$ cat src/rtl/regfile_pkg.sv
// Shared constants, clear-engine state encoding and byte-merge helper
// for the multi-port register file.
package regfile_pkg;

  localparam int DEF_DATA_W = 32;
  localparam int DEF_ADDR_W = 5;
  localparam int DEF_NUM_RD = 2;

  typedef enum logic {
    IDLE  = 1'b0,
    CLEAR = 1'b1
  } clr_state_e;

  function automatic logic [7:0] merge_byte(input logic [7:0] old_b,
                                            input logic [7:0] new_b,
                                            input logic       be);
    return be ? new_b : old_b;
  endfunction

endpackage

$ cat src/rtl/regfile_rd_port.sv
// One registered read port: write-first forwarding, zero-register and
// clear masking, then the output register.
module regfile_rd_port
  import regfile_pkg::*;
#(
  parameter int DATA_W   = DEF_DATA_W,
  parameter int ADDR_W   = DEF_ADDR_W,
  parameter int ZERO_REG = 1,
  parameter int BYPASS   = 1
) (
  input  logic                clk,
  input  logic                rst,
  input  logic [ADDR_W-1:0]   addr,
  input  logic [DATA_W-1:0]   mem_val,
  input  logic                clearing,
  input  logic                w0_ok,
  input  logic [ADDR_W-1:0]   w0_addr,
  input  logic [DATA_W-1:0]   w0_data,
  input  logic [DATA_W/8-1:0] w0_be,
  input  logic                w1_ok,
  input  logic [ADDR_W-1:0]   w1_addr,
  input  logic [DATA_W-1:0]   w1_data,
  input  logic [DATA_W/8-1:0] w1_be,
  output logic [DATA_W-1:0]   data_p1
);

  localparam int NBE = DATA_W / 8;

  logic [DATA_W-1:0] data_p0;

  always_comb begin
    data_p0 = mem_val;
    if (BYPASS != 0) begin
      // Port 1 overlays after port 0 so it wins on shared bytes.
      if (w0_ok && (w0_addr == addr))
        for (int b = 0; b < NBE; b++)
          data_p0[b*8 +: 8] = merge_byte(data_p0[b*8 +: 8], w0_data[b*8 +: 8], w0_be[b]);
      if (w1_ok && (w1_addr == addr))
        for (int b = 0; b < NBE; b++)
          data_p0[b*8 +: 8] = merge_byte(data_p0[b*8 +: 8], w1_data[b*8 +: 8], w1_be[b]);
    end
    if (clearing || ((ZERO_REG != 0) && (addr == '0)))
      data_p0 = '0;
  end

  // ---- stage p0 -> p1 ----
  always_ff @(posedge clk or negedge rst) begin
    if (!rst) data_p1 <= '0;
    else      data_p1 <= data_p0;
  end

endmodule

$ cat src/rtl/regfile_mp.sv
// Multi-port register file: two byte-enabled write ports, NUM_RD registered
// read ports, optional zero register and a sequenced bulk-clear engine.
module regfile_mp
  import regfile_pkg::*;
#(
  parameter int DATA_W   = DEF_DATA_W,
  parameter int ADDR_W   = DEF_ADDR_W,
  parameter int NUM_RD   = DEF_NUM_RD,
  parameter int ZERO_REG = 1,
  parameter int BYPASS   = 1
) (
  input  logic                     clk,
  input  logic                     rst,
  input  logic [NUM_RD*ADDR_W-1:0] rd_addr,
  output logic [NUM_RD*DATA_W-1:0] rd_data,
  input  logic                     wr0_en,
  input  logic [ADDR_W-1:0]        wr0_addr,
  input  logic [DATA_W-1:0]        wr0_data,
  input  logic [DATA_W/8-1:0]      wr0_be,
  input  logic                     wr1_en,
  input  logic [ADDR_W-1:0]        wr1_addr,
  input  logic [DATA_W-1:0]        wr1_data,
  input  logic [DATA_W/8-1:0]      wr1_be,
  input  logic                     clr_req,
  output logic                     clr_busy
);

  localparam int DEPTH = 2 ** ADDR_W;
  localparam int NBE   = DATA_W / 8;

  logic [DATA_W-1:0] mem     [DEPTH];
  logic [DATA_W-1:0] mem_nxt [DEPTH];
  clr_state_e        state, state_nxt;
  logic [ADDR_W-1:0] cnt;
  logic              clearing;
  logic              w0_ok, w1_ok;

  // Writes are suppressed while clearing and when they target the zero register.
  assign w0_ok = wr0_en && !clearing && !((ZERO_REG != 0) && (wr0_addr == '0));
  assign w1_ok = wr1_en && !clearing && !((ZERO_REG != 0) && (wr1_addr == '0));

  always_ff @(posedge clk or negedge rst) begin
    if (!rst) state <= IDLE;
    else      state <= state_nxt;
  end

  always_comb begin
    state_nxt = state;
    case (state)
      IDLE:    if (clr_req) state_nxt = CLEAR;
      CLEAR:   if (cnt == '1) state_nxt = IDLE;
      default: state_nxt = IDLE;
    endcase
  end

  always_comb begin
    clearing = (state == CLEAR);
    clr_busy = clearing;
  end

  // Counter returns to zero exactly when the last entry is cleared.
  always_ff @(posedge clk or negedge rst) begin
    if (!rst)          cnt <= '0;
    else if (clearing) cnt <= cnt + 1'b1;
    else               cnt <= '0;
  end

  always_comb begin
    for (int e = 0; e < DEPTH; e++) begin
      mem_nxt[e] = mem[e];
      if (clearing) begin
        if (cnt == ADDR_W'(e)) mem_nxt[e] = '0;
      end else begin
        if (w0_ok && (wr0_addr == ADDR_W'(e)))
          for (int b = 0; b < NBE; b++)
            mem_nxt[e][b*8 +: 8] = merge_byte(mem_nxt[e][b*8 +: 8], wr0_data[b*8 +: 8], wr0_be[b]);
        if (w1_ok && (wr1_addr == ADDR_W'(e)))
          for (int b = 0; b < NBE; b++)
            mem_nxt[e][b*8 +: 8] = merge_byte(mem_nxt[e][b*8 +: 8], wr1_data[b*8 +: 8], wr1_be[b]);
      end
    end
  end

  always_ff @(posedge clk or negedge rst) begin
    if (!rst) begin
      for (int e = 0; e < DEPTH; e++) mem[e] <= '0;
    end else begin
      for (int e = 0; e < DEPTH; e++) mem[e] <= mem_nxt[e];
    end
  end

  for (genvar i = 0; i < NUM_RD; i++) begin : g_rd
    regfile_rd_port #(
      .DATA_W   (DATA_W),
      .ADDR_W   (ADDR_W),
      .ZERO_REG (ZERO_REG),
      .BYPASS   (BYPASS)
    ) u_rd (
      .clk      (clk),
      .rst      (rst),
      .addr     (rd_addr[i*ADDR_W +: ADDR_W]),
      .mem_val  (mem[rd_addr[i*ADDR_W +: ADDR_W]]),
      .clearing (clearing),
      .w0_ok    (w0_ok),
      .w0_addr  (wr0_addr),
      .w0_data  (wr0_data),
      .w0_be    (wr0_be),
      .w1_ok    (w1_ok),
      .w1_addr  (wr1_addr),
      .w1_data  (wr1_data),
      .w1_be    (wr1_be),
      .data_p1  (rd_data[i*DATA_W +: DATA_W])
    );
  end

endmodule

$ cat config.mk
export PLATFORM = sky130hd
export DESIGN_NAME = regfile_mp
export DESIGN_NICKNAME = d
export VERILOG_FILES = /design/src/rtl/regfile_pkg.sv /design/src/rtl/regfile_rd_port.sv /design/src/rtl/regfile_mp.sv
export SDC_FILE = /design/constraint.sdc
export NUM_CORES = 2
export LEC_CHECK = 0
export CORE_MARGIN = 5
export CORE_UTILIZATION = 50
export CTS_CLUSTER_SIZE = 28
export DETAILED_ROUTE_END_ITERATION = 6
export PLACE_DENSITY = 0.69
export SLEW_MARGIN = 20
export SYNTH_ARGS = -nofsm -noshare
export SYNTH_HDL_FRONTEND = slang
export SYNTH_SLANG_ARGS = --single-unit
$ cat constraint.sdc
create_clock -name clk -period 1.93 [get_ports clk]
set_input_delay 0.2895 -clock clk [delete_from_list [all_inputs] [get_ports clk]]
set_output_delay 0.2895 -clock clk [all_outputs]
set_load 0.005 [all_outputs]
# After elaboration in Yosys (flattened, before gate mapping)

Cells that the tools add are included.

Equal/unequal tests: 129
Order comparisons: 2
$add $sub $neg: 1
Bitwise operators: 3
Reductions and logical operators: 82
Multiplexer cells: 416
Multipliers: 0
Shifts and indexed selects: 0
Div/mod/pow operators: 0

Operators by type and width:

| kind                                                             | count |
|---|---|
| 32-bit two-way mux                                               | 138 |
| 8-bit two-way mux                                                | 272 |
| 32-bit binary-select mux with 5-bit select                       | 2 |
| 5-bit == test (second input constant)                            | 48 |
| 5-bit by 4-bit == test with 1-bit output (second input constant) | 24 |
| 1-bit logical AND                                                | 72 |
| 2-bit by 1-bit != test with 1-bit output (second input constant) | 32 |
| 5-bit by 3-bit == test with 1-bit output (second input constant) | 12 |
| 5-bit by 2-bit == test with 1-bit output (second input constant) | 6 |
| 5-bit logical NOT                                                | 5 |
| 5-bit == test                                                    | 4 |
| 5-bit by 1-bit == test with 1-bit output (second input constant) | 3 |
| 6-bit greater-or-equal comparator (second input constant)        | 2 |
| 5-bit NOT with 6-bit output                                      | 2 |
| 5-bit by 1-bit adder with 5-bit output (second input constant)   | 1 |
| 5-bit two-way mux                                                | 1 |
| 1-bit logical NOT                                                | 3 |
| 1-bit logical OR                                                 | 2 |
| 1-bit two-way mux                                                | 2 |
| 1-bit case mux with 2 select lines                               | 1 |
| 1-bit NOT                                                        | 1 |

Memories kept: 0
ROM bits: 0
Logic and storage cells: 669
Output and inout bits: 65
Flip-flop bits (word level): 1,094
Latch bits: 0
RAM bits: 0

# Depth between registers and ports, before layout

Depth after elaboration: 9
Mapped depth: 11
Gate-level depth less buffers: 7

# Cells and area by module

From an unflattened synthesis, not the netlist that was laid out.

Cell total of the unflattened synthesis: 9,412
Area, all modules: 82,075.0 um2

By module, submodules not included:

| module          | seq. area each (um2) | area each (um2) | times used | cells each |
|---|---|---|---|---|
| regfile_mp      | 25,774.7             | 77,660.7        | 1          | 8,974 |
| regfile_rd_port | 800.8                | 2,207.1         | 2          | 219 |

# Worst setup path before layout

No wires, ideal clock.

Path kind: input to register
Start point: input port rd_addr[5]
End point: register g_rd[1].u_rd.data_p1[30]
Stages: 8
Buffers on the path: 4
Path slack: -360 ps
Data arrival time: 2,164 ps
Library setup time: 126 ps
Cell sequence: buf_2 buf_4 buf_2 buf_2 mux4_2 a221oi_1 a21oi_1 a221o_1

Word-level cells in the longest chain between the ends: 9
Elaborated cells on any way between the ends: 15
Those cells by class: eq/ne: 2; mux: 8; bitwise: 1; reduce/logical: 4

RTL lines:

| what                                                   | line                  | RTL |
|---|---|---|
| start: declaration                                     | regfile_mp.sv:14      | `input logic [NUM_RD*ADDR_W-1:0] rd_addr,` |
| 5-bit NOT with 6-bit output (implied by the code)      | regfile_mp.sv:102     | `.mem_val (mem[rd_addr[i*ADDR_W +: ADDR_W]]),` |
| 32-bit binary-select mux with 5-bit select             | regfile_mp.sv:102     |  |
| 32-bit two-way mux (implied by the code) (2 in series) | regfile_mp.sv:102     |  |
| 8-bit two-way mux                                      | regfile_pkg.sv:17     | `return be ? new_b : old_b;` |
| 32-bit two-way mux                                     | regfile_rd_port.sv:35 | `if (w0_ok && (w0_addr == addr))` |
| 8-bit two-way mux                                      | regfile_pkg.sv:17     |  |
| 32-bit two-way mux                                     | regfile_rd_port.sv:38 | `if (w1_ok && (w1_addr == addr))` |
| 32-bit two-way mux (*)                                 | regfile_rd_port.sv:42 | `if (clearing \|\| ((ZERO_REG != 0) && (addr == '0)))` |
| net g_rd[1].u_rd.data_p0[30]                           | regfile_rd_port.sv:29 | `logic [DATA_W-1:0] data_p0;` |
| end signal: assignment                                 | regfile_rd_port.sv:49 | `else data_p1 <= data_p0;` |
| end: declaration                                       | regfile_rd_port.sv:24 | `output logic [DATA_W-1:0] data_p1` |

The timed path passes the listed nets; every way through them passes the cells marked *. The select of a mux whose other input is x is not followed.
A chain may end at the register's enable or synchronous reset.

# Worst setup path in the final report

Start point: register state, in the netlist clr_busy
End point: register mem[523] in the netlist's numbering

Word-level cells in the longest chain between the ends: 8
Elaborated cells on any way between the ends: 12
Those cells by class: eq/ne: 1; mux: 4; reduce/logical: 7

RTL lines:

| what                            | line                               | RTL |
|---|---|---|
| start: declaration              | regfile_mp.sv:33                   | `clr_state_e state, state_nxt;` |
| start signal: assignment        | regfile_mp.sv:44                   | `else state <= state_nxt;` |
| 1-bit logical NOT               | regfile_mp.sv:39, regfile_mp.sv:40 |  |
| 1-bit logical AND (2 in series) | regfile_mp.sv:39                   | `assign w0_ok = wr0_en && !clearing && !((ZERO_REG != 0) && (wr0_addr == '0));` |
| 1-bit logical AND               | regfile_mp.sv:74                   | `if (w0_ok && (wr0_addr == ADDR_W'(e)))` |
| 32-bit two-way mux              | regfile_mp.sv:74                   |  |
| 8-bit two-way mux               | regfile_pkg.sv:17                  |  |
| 32-bit two-way mux              | regfile_mp.sv:77                   | `if (w1_ok && (wr1_addr == ADDR_W'(e)))` |
| 32-bit two-way mux              | regfile_mp.sv:71                   | `if (clearing) begin` |
| end: declaration                | regfile_mp.sv:31                   | `logic [DATA_W-1:0] mem [DEPTH];` |

Several ways; a longest one is shown, not always the timed one.

==> impl_results.md <==
* Grt ovf at 0
* Share of cells above drive strength 1 at 31.3%
* Register area at 0.0274 sq mm
* Average size of a mapped cell at just under 10 sq um
* Peak VDD IR at between 1 and 1.5 mV
* Mapped Nets at a little under 8k
* Most common cell after layout, fill and taps aside: dfrtp_1
* Final critical-path setup slack at -0.452 ns
* Gp weighted congestion at approximately 1.0
* Top FF cell, synth: dfrtp_1
* DP Wirelength at ~230000 um
* Clock slew seen by the registers of the worst setup and hold paths at ~0.060 ns
* Max cap viols at 0
* Skew final at between 0.02 and 0.03 ns
* DR top layer: met5
* Pwr Density at roughly 690 mW/mm^2
* Die ar. at ~0.16 sq mm
* Met3 wire len at 51900 um
* Worst hold slack at around 0.19 ns
* Status: finished, violations left
* Finished Cell Area at approximately 0.10 sq mm
* Vias in the first global route at between 70k and 80k
* H-tree levels at 4
* Die span in y at around 400 um
* Vias after detailed routing at 77.3k
* Hold WC Path Type: in2reg
* Via density at a little over 7
* CTS sink cnt at approximately 1.1k
* Ys async rst share at 100%
* Final worst path period share at 123%
* Multi-input gate area at between 0.04 and 0.05 sq mm
* Syn-to-layout area delta at 31.4%
* Total Nets Final at 8751
* CP Max Fanout at 8
* # rows at ~140
* Yosys Warn Count at 0
* Final slew viol count at 0
* Wl on met1 at 125000 um
* Crit path DAT at 3.02 ns
* Actual slew at the worst max-slew pin at 1.15 ns
* Inserted Clock Buffers at roughly 130
* Synth cell types at 83
* Post-DRT Antenna Nets at 0
* Later-pin clock latency in the skew report at ~0.8 ns
* EDFF count, synth at 0
* Final min period at 2.38 ns
* Metal2 WL at 148000 um
* PortBufs at between 150 and 200
* Area after DPL at roughly 0.094 sq mm
* Final setup viols at between 1k and 1.5k
* DRC violation count after routing at 0
* Initial antenna violation count at 18
* WL final at about 350000 um
* Fillers at 11.5k
* Kind of critical path: reg2reg
* Seq cells post-synth at 1094
* RSZ-0062 raised after global routing: yes
* Post-synthesis cell area at slightly below 0.08 sq mm
* Starting Density at between 50% and 60%
* Post-place setup slack at -1.28 ns
* Root buffer cell: clkbuf_16
* Worst reg-to-reg path cell count at 11
* Seq/Total Area, Yosys at 35.2%
* Leak at 0.0435 uW
* Hold depth at 3
* GR Util All Layers at 41.0%
* Io pins at roughly 160
* Slew margin rel. at 22.9%
* Global-route wire length before repair at 502000 um
* Failing checks: negative setup slack
* Commonest cells after routing, fill and taps aside: dfrtp_1, mux2i_1, buf_4
* Deepest clock path buffer count at 3
* Max Freq at about 0.42 GHz
* Pre-antenna DRT Iters at 7
* Critical Path Source Type: flip-flop
* Avg WL per Cell at 32.5 um
* Fin. Hold Viols at 0
* Critical Path RT at ~2.6 ns
* CP Capture Type: flip-flop
* DRT iter0 DRCs at roughly 11k
* Die X at just over 400 um
* Core Area at 0.154 sq mm
* Cells after synthesis at around 7.8k
* Largest net degree at the start of global routing at 119
* CTS tree: built
==> layout make-up <==
class,instances,share of cell area (%)
multi-input combinational,5876,48.5
sequential,1094,26.8
timing repair buffer,1526,17.7
clock buffer,197,3.86
tap,2044,2.50
clock inverter,44,0.571
inverter,16,0.0661
antenna,9,0.0220
==> registers in the layout (all words and copies together), names as in the netlist <==
name,count
g_rd.u_rd.data_p1,64
clr_busy,1
mem,1024
cnt,5
==> worst max-delay path, cell delays in order (launching register included) <==
cell,delay [ns]
dfrtp_4,0.56
buf_6,0.16
nor2b_4,0.16
buf_4,0.14
buf_6,0.09
nand2_4,0.06
buf_12,0.17
nor2_4,0.11
buf_12,0.15
mux2_2,0.34
mux2i_1,0.15
o22ai_1,0.09
==> stage by stage <==
| stage | TNS [ns] | utilization, % | total power (uW) | instances |
|---|---|---|---|---|
| final | -320.15 | 66.2 | 70700 | 10806 |
| after global routing | -370.66 | 66.2 | 72100 | 10799 |
| after CTS | -287.88 | 64.9 | 69500 | 10734 |
| after detailed placement | -941.25 | 60.8 | 42600 | 10448 |
| after global placement | -904.69 | 60.8 | 42200 | 10448 |
| after floorplan | -36.19 | - | 33800 | 7837 |
==> logic make-up after synthesis <==
family | share of synthesized area [%]
compound gates | 21.2
simple gates | 11.0
mux | 27.7
flops | 35.2
buf+inv | 4.58
xor+xnor | 0.259
fa+ha+maj | 0.0964
==> synth_stat cells, types with 13 or more instances <==
library cell  number  share of area [%]
inv_1             13              0.063
a211oi_1          22               0.21
mux2_2           203                2.9
o21ai_0          298                1.9
mux4_2           454                 13
dfrtp_1         1094                 35
a22oi_1          231                2.2
a31oi_1           21               0.17
buf_4             21               0.20
nor2_2            67               0.54
o21ai_1          168                1.1
nor2_4            30               0.43
a21oi_1          621                4.0
a311oi_1          61               0.69
nand3_1           97               0.62
a221oi_1          15               0.17
buf_2            165                1.1
nor2b_1           18               0.14
nor2_1           746                3.6
a221o_1           28               0.36
a21o_1            81               0.78
xnor2_1           18               0.20
nand2b_1          17               0.14
and3_1            88               0.71
a311o_1           14               0.18
mux2i_1          902                 12
a22o_1           686                7.7
o22ai_1          102               0.82
clkbuf_1         604                2.9
nor4_2            17               0.27
and2_1            48               0.39
nor3_1            46               0.30
nand2_1          573                2.8
buf_1             59               0.28
o2bb2ai_1         37               0.42
nor4_1            37               0.30
==> repair_timing <==
action,in CTS,in global routing
setup buffers,32,38
cloned,11,30
pin swaps,73,57
resized for setup,235,391
endpoints found under the hold margin,662,0
hold buffers,3,0
endpoints found under the setup margin,1154,1122
==> power by group <==
part | switching [uW] | internal (uW)
registers | 1350 | 24200
clock network | 11000 | 15800
logic | 11100 | 7250
total | 23500 | 47300
==> routing by layer <==
metal	vias to the layer above	track usage [%]
li1	31423	-
met1	38128	53.5
met2	6192	59.3
met3	1502	13.9
met4	14	24.6
met5	-	0
==> worst paths after layout <==
| kind | startpoint | end | slack (ns) |
|---|---|---|---|
| max in group asynchronous | rst | mem[699] | 0.34 |
| min reg2reg | mem[288] | mem[288] | 0.50 |
| max | clr_busy | mem[523] | -0.45 |
| max reg2reg | clr_busy | mem[523] | -0.45 |
| min | clr_req | clr_busy | 0.19 |
| min in group asynchronous | rst | mem[701] | 0.57 |
No activity file was read; power rests on OpenSTA's default activity.
